### src/rtl/mc_ctrl_pkg.sv
// mc_ctrl_pkg: state encoding, opcode/funct constants and datapath select codes for mc_ctrl.
package mc_ctrl_pkg;
    typedef enum logic [2:0] {S_FETCH, S_DECODE, S_EXEC, S_MEM, S_WB} state_t;
    typedef struct packed {
        logic rtype;
        logic ori;
        logic lui;
        logic lw;
        logic sw;
        logic beq;
        logic jal;
        logic jr;
        logic nop;
    } cls_t;
    localparam logic [5:0] OP_RTYPE = 6'h00;
    localparam logic [5:0] OP_JAL   = 6'h03;
    localparam logic [5:0] OP_BEQ   = 6'h04;
    localparam logic [5:0] OP_ORI   = 6'h0D;
    localparam logic [5:0] OP_LUI   = 6'h0F;
    localparam logic [5:0] OP_LW    = 6'h23;
    localparam logic [5:0] OP_SW    = 6'h2B;
    localparam logic [5:0] FN_JR    = 6'h08;
    localparam logic [5:0] FN_ADDU  = 6'h21;
    localparam logic [5:0] FN_SUBU  = 6'h23;
    localparam logic [2:0] ALU_ADD  = 3'd0;
    localparam logic [2:0] ALU_SUB  = 3'd1;
    localparam logic [2:0] ALU_OR   = 3'd2;
    localparam logic [2:0] ALU_LUI  = 3'd3;
    localparam logic [1:0] NPC_PLUS4  = 2'd0;
    localparam logic [1:0] NPC_BRANCH = 2'd1;
    localparam logic [1:0] NPC_JUMP   = 2'd2;
    localparam logic [1:0] NPC_REG    = 2'd3;
    localparam logic [1:0] DST_RD = 2'd0;
    localparam logic [1:0] DST_RT = 2'd1;
    localparam logic [1:0] DST_RA = 2'd2;
    localparam logic [1:0] WD_ALU = 2'd0;
    localparam logic [1:0] WD_MEM = 2'd1;
    localparam logic [1:0] WD_PC  = 2'd2;
endpackage

### src/rtl/mc_decode.sv
// mc_decode: classifies op/funct into a one-hot instruction class; anything unsupported is nop.
module mc_decode
    import mc_ctrl_pkg::*;
(
    input  logic [5:0] op,
    input  logic [5:0] funct,
    output cls_t       cls
);
    always_comb begin
        cls       = '0;
        cls.rtype = op == OP_RTYPE && (funct == FN_ADDU || funct == FN_SUBU);
        cls.jr    = op == OP_RTYPE && funct == FN_JR;
        cls.ori   = op == OP_ORI;
        cls.lui   = op == OP_LUI;
        cls.lw    = op == OP_LW;
        cls.sw    = op == OP_SW;
        cls.beq   = op == OP_BEQ;
        cls.jal   = op == OP_JAL;
        cls.nop   = !(cls.rtype | cls.jr | cls.ori | cls.lui | cls.lw | cls.sw | cls.beq | cls.jal);
    end
endmodule

### src/rtl/mc_ctrl.sv
// mc_ctrl: multi-cycle MIPS control FSM (FETCH/DECODE/EXEC/MEM/WB) driving all datapath strobes.
// Define MC_CTRL_MEM_WAIT_EN to stall FETCH on imem_ready and MEM on dmem_ready.
module mc_ctrl
    import mc_ctrl_pkg::*;
(
    input  logic       clk,
    input  logic       reset,
    input  logic [5:0] op,
    input  logic [5:0] funct,
    input  logic       zero,
    input  logic       imem_ready,
    input  logic       dmem_ready,
    output logic       pc_we,
    output logic [1:0] npc_sel,
    output logic       ir_we,
    output logic       ext_mode,
    output logic [2:0] alu_op,
    output logic       alu_src_b,
    output logic       mem_re,
    output logic       mem_we,
    output logic       reg_we,
    output logic [1:0] reg_dst,
    output logic [1:0] wd_sel,
    output logic       instr_done
);
    state_t state, state_nx;
    cls_t   c;
    logic   iw, dw;

    mc_decode u_dec (.op(op), .funct(funct), .cls(c));

`ifdef MC_CTRL_MEM_WAIT_EN
    assign iw = imem_ready;
    assign dw = dmem_ready;
`else
    logic unused_ready;
    assign iw = 1'b1;
    assign dw = 1'b1;
    assign unused_ready = imem_ready ^ dmem_ready;
`endif

    always_ff @(posedge clk or negedge reset)
        if (!reset) state <= S_FETCH;
        else        state <= state_nx;

    // Everything is gated by reset so an assertion cuts strobes in the same cycle.
    always_comb begin
        state_nx   = state;
        pc_we      = 1'b0;
        npc_sel    = NPC_PLUS4;
        ir_we      = 1'b0;
        ext_mode   = 1'b0;
        alu_op     = ALU_ADD;
        alu_src_b  = 1'b0;
        mem_re     = 1'b0;
        mem_we     = 1'b0;
        reg_we     = 1'b0;
        reg_dst    = DST_RD;
        wd_sel     = WD_ALU;
        instr_done = 1'b0;
        if (reset) begin
            case (state)
                S_FETCH: begin
                    ir_we    = iw;
                    pc_we    = iw;
                    state_nx = iw ? S_DECODE : S_FETCH;
                end
                S_DECODE: begin
                    pc_we      = c.jal | c.jr;
                    npc_sel    = c.jal ? NPC_JUMP : c.jr ? NPC_REG : NPC_PLUS4;
                    reg_we     = c.jal;
                    reg_dst    = c.jal ? DST_RA : DST_RD;
                    wd_sel     = c.jal ? WD_PC : WD_ALU;
                    instr_done = c.jal | c.jr | c.nop;
                    state_nx   = instr_done ? S_FETCH : S_EXEC;
                end
                S_EXEC: begin
                    ext_mode   = c.lw | c.sw;
                    alu_op     = c.ori ? ALU_OR : c.lui ? ALU_LUI :
                                 (c.beq || (c.rtype && funct == FN_SUBU)) ? ALU_SUB : ALU_ADD;
                    alu_src_b  = c.ori | c.lui | c.lw | c.sw;
                    pc_we      = c.beq & zero;
                    npc_sel    = (c.beq && zero) ? NPC_BRANCH : NPC_PLUS4;
                    instr_done = c.beq;
                    state_nx   = c.beq ? S_FETCH : (c.lw || c.sw) ? S_MEM : S_WB;
                end
                S_MEM: begin
                    mem_re     = c.lw;
                    mem_we     = c.sw;
                    instr_done = c.sw & dw;
                    state_nx   = !dw ? S_MEM : c.sw ? S_FETCH : S_WB;
                end
                S_WB: begin
                    reg_we     = 1'b1;
                    wd_sel     = c.lw ? WD_MEM : WD_ALU;
                    reg_dst    = c.rtype ? DST_RD : DST_RT;
                    instr_done = 1'b1;
                    state_nx   = S_FETCH;
                end
                default: state_nx = S_FETCH;
            endcase
        end
    end
endmodule

### config.mk
export PLATFORM = sky130hd
export DESIGN_NAME = mc_ctrl
export DESIGN_NICKNAME = d
export VERILOG_FILES = /design/src/rtl/mc_ctrl_pkg.sv /design/src/rtl/mc_decode.sv /design/src/rtl/mc_ctrl.sv
export SDC_FILE = /design/constraint.sdc
export NUM_CORES = 1
export LEC_CHECK = 0
export ABC_CLOCK_PERIOD_IN_PS = 2870
export BUFFER_PORTS_ARGS = -buffer_cell sky130_fd_sc_hd__buf_4
export CORE_AREA = 5 5 42 44
export DETAILED_ROUTE_END_ITERATION = 16
export DIE_AREA = 0 0 47 49
export PLACE_DENSITY = 0.84
export REMOVE_ABC_BUFFERS = 1
export SYNTH_ARGS = -nofsm -noshare
export SYNTH_HDL_FRONTEND = slang
export SYNTH_SLANG_ARGS = --single-unit
### constraint.sdc
create_clock -name clk -period 2.87 [get_ports clk]
set_input_delay 0.574 -clock clk [delete_from_list [all_inputs] [get_ports clk]]
set_output_delay 0.574 -clock clk [all_outputs]
set_load 0.05 [all_outputs]
# After elaboration in Yosys (flattened, before gate mapping)
# Index checks and enable logic that the tools add are counted.
[totals] register_bits=3 word_cells=76 memories=0 romBits=0 out_inout_bits=17 latch_bits=0 ramBits=0 input_bits=17
[classes] multipliers=0 reduce_logical=10 magnitude_cmp=0 bitwise_logic=14 addsub=0 mux=38 shifts=0 n_div=0 eq_ne=13
[ops] op="6-bit equality test (second input constant)" count=4
[ops] op="2-bit two-way mux" count=10
[ops] op="6-bit by 4-bit equality test with 1-bit output (second input constant)" count=3
[ops] op="1-bit two-way mux" count=17
[ops] op="1-bit bitwise OR" count=13
[ops] op="3-bit two-way mux" count=4
[ops] op="2-bit one-hot mux with 2 select lines" count=3
[ops] op="3-bit one-hot mux with 4 select lines" count=1
[ops] op="3-bit by 2-bit equality test with 1-bit output (second input constant)" count=2
[ops] op="6-bit by 2-bit equality test with 1-bit output (second input constant)" count=1
[ops] op="6-bit by 3-bit equality test with 1-bit output (second input constant)" count=1
[ops] op="6-bit zero test" count=1
[ops] op="1-bit logical AND" count=4
[ops] op="1-bit one-hot mux with 4 select lines" count=1
[ops] op="3-bit by 1-bit equality test with 1-bit output (second input constant)" count=1
[ops] op="3-bit equality test (second input constant)" count=1
[ops] op="3-bit zero test" count=1
[ops] op="1-bit logical OR" count=3
[ops] op="1-bit one-hot mux with 3 select lines" count=1
[ops] op="1-bit one-hot mux with 2 select lines" count=1
[ops] op="1-bit bitwise AND" count=1
[ops] op="1-bit zero test" count=1

# Logic depth before layout (Yosys ltp)
[depth] depth_word=14 ltp_mapped=5 ltp_nobuf=4

# Modules after synthesis
# A second synthesis with hierarchy kept.
[hier_totals] cells_unflattened=84 hier_area_um2=586.8
[modules_own_cells] module="mc_ctrl" instances=1 area_each_um2=422.9 cells_each=59
[modules_own_cells] module="mc_decode" instances=1 area_each_um2=163.9 cells_each=25

# Worst setup path before layout
# No wires, ideal clock.
[synth_path] path_type="input -> output" from="in op[4]" to="out pc_we" setup_slack_ps=-323 t_arrival_ps=2619 required_ps=2296 cell_stages=4 cell_sequence="or2_1 -> or4_4 -> a21oi_1 -> a211o_1"
[synth_between] elab_chain_cells=5 word_cells_on_any_way=8 classes_between="eq/ne: 2; mux: 2; bitwise: 2; reduce/logical: 2"
[synth_rtl] element="from (decl)" line="mc_ctrl.sv:8" text="input logic [5:0] op,"
[synth_rtl] element="6-bit zero test" line="mc_decode.sv:12" text="cls.jr = op == OP_RTYPE && funct == FN_JR;"
[synth_rtl] element="1-bit logical AND" line="mc_decode.sv:12"
[synth_rtl] element="1-bit bitwise OR" line="mc_ctrl.sv:69" text="pc_we = c.jal | c.jr;"
[synth_rtl] element="1-bit one-hot mux with 3 select lines (*)" line="mc_ctrl.sv:62" text="case (state)"
[synth_rtl] element="1-bit two-way mux (*)" line="mc_ctrl.sv:61" text="if (reset) begin"
[synth_rtl] element="to (decl)" line="mc_ctrl.sv:13" text="output logic pc_we,"
# Mark *: on every way between the ends. The rest lies on a longest branch, timed or not.

# Worst setup path after layout
[layout_path] from="in op[4]" to="out reg_we"
[layout_between] elab_chain_cells=3
[layout_rtl] element="6-bit by 2-bit equality test with 1-bit output" line="mc_decode.sv:18" text="cls.jal = op == OP_JAL;"
[layout_rtl] element="1-bit one-hot mux with 2 select lines" line="mc_ctrl.sv:62"
[layout_rtl] element="1-bit two-way mux" line="mc_ctrl.sv:61"
[layout_rtl] element="to (decl)" line="mc_ctrl.sv:21" text="output logic reg_we,"
# No other way between the ends.

==> results.md <==
* Top flop regs: state x3
* DRC violations left at 0
* VDD IR max at around 0.19 mV
* Delay-heaviest family, CP: simple AND/OR/NAND/NOR gates
* Power per cell area at around 300 mW/mm^2
* Critical path's slowest cell: or4_4
* Seq/Total Area, Yosys at 0.1453
* Clk slew on worst S/H paths at 0.04 ns
* Clock root buffer: clkbuf_4
* Critical Path, Cell by Cell: buf_4, or2_1, or4_4, or3_1, a211oi_2, buf_6
* CP Data Arrival Time at 2.22 ns
* Flop-to-flop setup slack at 1.56 ns
* Io pins at 34
* Routed vias/inst at between 5 and 6
* Post-route clock period utilization at 0.9723
* Rows at 14
* Maximum operating frequency at 358.4 MHz
* Crit Path Max Fanout at 4
* Die Area at 0.002303 mm^2
* Setup Fix Bufs, Post-CTS at 0
* Die span in y at about 49 um
* CTS Hold Bufs at 0
* Antenna violations before repair at 0
* Crit end category: output pin
* # clock sinks at 3
* Post-Syn Area per Cell at around 6.8 um^2
* Synth Instances at between 70 and 80
* Grt total ovfl at 0
* Critical R2R Launch: state[2]$_DFFE_PN0P_
* Max incr delay on CP at 0.52 ns
* CP startpoint kind: input pin
* Hold Vio Cnt, Final at 0
* Cell variety after synth at 33
* R2r endpoint: state[1]$_DFFE_PN0P_
* Most common cell after layout, fill and taps aside: buf_4
* Vias in the first global route at slightly below 600
* Top cell type's share of synthesized area at 0.1453
* Worst Hold Class: in2async
* WL final at around 1600 um
* Flops & latches, synth at 3
* Ant. Diodes at 0
* Clock skew at 0.004924 ns
* Largest area contributor in the netlist: dfrtp_1
* Clk buf depth at 2
* Largest net degree at the start of global routing at 12
* Synth top area cells: dfrtp_1 15%, nor2_1 6.5%, nor3_1 5.8%
* Layout Nets at about 120
* Crit path kind: in2out
* WP data required at 2.30 ns
* Max FFs per register at 3
* Fill cells at 143
* Fin. max-slew vios at 0
* Final Cell Area at approximately 770 um^2
* Placed cell areas at approximately 740 um^2
* Synth Cell Area at 516.7 um^2
* Share of cells above drive strength 1 at 0.3585
* H-Tree Depth at 1
* CTS buffer count at 3
* First-pass DRT Iterations at 4
* Outcome: finished, final reports clean
* Vias at 703
* Wirelength per Cell at about 14 um
* Gr usage total at 0.1402
* Initial DRC count at 20
* Starting Density at 0.3688
* Most flop-heavy register: state
* Final Wtd Congestion at approximately 0.90
* Buffers on Ports at 30
* Layout Utilization at 0.5491
* Max-cap viol count at 0
* Tot Pwr at 231.1 uW
* Minimum clock period at approximately 2.8 ns
* Ys Warns at 0
* Area grow syn2layout at 48.91%
* Unrepaired setup endpoints after global routing: false
* Final setup viols at 0
* Die span in x at 47 um
* Post-route ant nets at 0
* Post-DP HPWL at 1329 um
* First-pass GRT wire length at 2442 um
* CORE AREA at about 0.0014 mm^2
* Most frequent cells in the layout: 29 x buf_4, 9 x nor2_1, 7 x nand2_1
* WP buf/inv at 2
* Leak pwr at 0.0003475 uW
* Clock latency on the worst-skew pair at 0.23 ns
* CTS tree: yes
* PostCTS Resize Cnt at 0
* Worst r2r path cells at 4
## power by group
part / switching (uW) / internal, uW
clock network: 21.9 / 52.1
logic: 63.5 / 38.7
registers: 8.56 / 46.3
## cells in the mapped netlist
cell type  n
a211o_1    2
a211oi_2   1
a21oi_1    4
a221o_1    1
a22oi_1    1
a31oi_1    3
and2b_1    1
and3b_1    3
and4_1     2
buf_4      2
clkbuf_1   2
conb_1     1
dfrtp_1    3
inv_1      3
nand2_1    7
nand2b_1   2
nand3_1    3
nand4_1    1
nand4b_1   1
nor2_1     9
nor2b_1    2
nor3_1     6
nor4_1     1
nor4b_1    3
o211ai_1   1
o21ai_0    2
o2bb2ai_1  1
o32a_1     1
or2_1      1
or2_2      2
or3_1      2
or4_4      1
or4b_2     1
## cell families after synthesis
group / synth area share
buffers and inverters: 0.06537
other: 0.007257
and+or+nand+nor: 0.5448
DFF: 0.1453
AOI/OAI and AO/OA: 0.2373
## area by class of cell
| cell class | instances | area [um^2] | share of cell area |
|---|---|---|---|
| Tap cell | 16 | 20.02 | 0.02602 |
| Clock buffer | 4 | 26.28 | 0.03415 |
| Multi-Input combinational cell | 66 | 407.9 | 0.5301 |
| Sequential cell | 3 | 75.07 | 0.09756 |
| Timing Repair Buffer | 30 | 229.0 | 0.2976 |
| Inverter | 3 | 11.26 | 0.01463 |
## per-layer routing
layer  track usage  share of wire  vias to the layer above
li1              -              -                      347
met1        0.1960           0.40                      312
met2        0.2149           0.47                       40
met3       0.02214           0.11                        4
met4       0.04147          0.014                        0
met5             0              0                        -
## metrics by stage
stage / setup TNS, ns / hold WS [ns] / std cells / setup slack, ns
floorplan: -1.134 / 0.2784 / 72 / -0.3226
global placement: 0 / 0.3853 / 118 / 0.06033
detailed placement: 0 / 0.3846 / 118 / 0.03518
CTS: 0 / 0.1457 / 122 / 0.03582
global route: 0 / 0.1420 / 122 / 0.006711
finish: 0 / 0.1456 / 122 / 0.07962
## worst reg2reg max path, cell delays in order, from the launching register on
cell	delay, ns
dfrtp_1	0.46
nor2b_1	0.19
nand3_1	0.20
nor2_1	0.24
a221o_1	0.15
## how the worst max path moves through the flow
stage                from     end  slack, ns  cells after the start
global route        op[4]  reg_we      0.007                      6
floorplan           op[4]   pc_we      -0.32                      4
CTS                 op[4]  reg_we       0.04                      6
global placement    op[4]  reg_we       0.06                      6
detailed placement  op[4]  reg_we       0.04                      6
finish              op[4]  reg_we       0.08                      6
(Power assumes the default switching activity.)
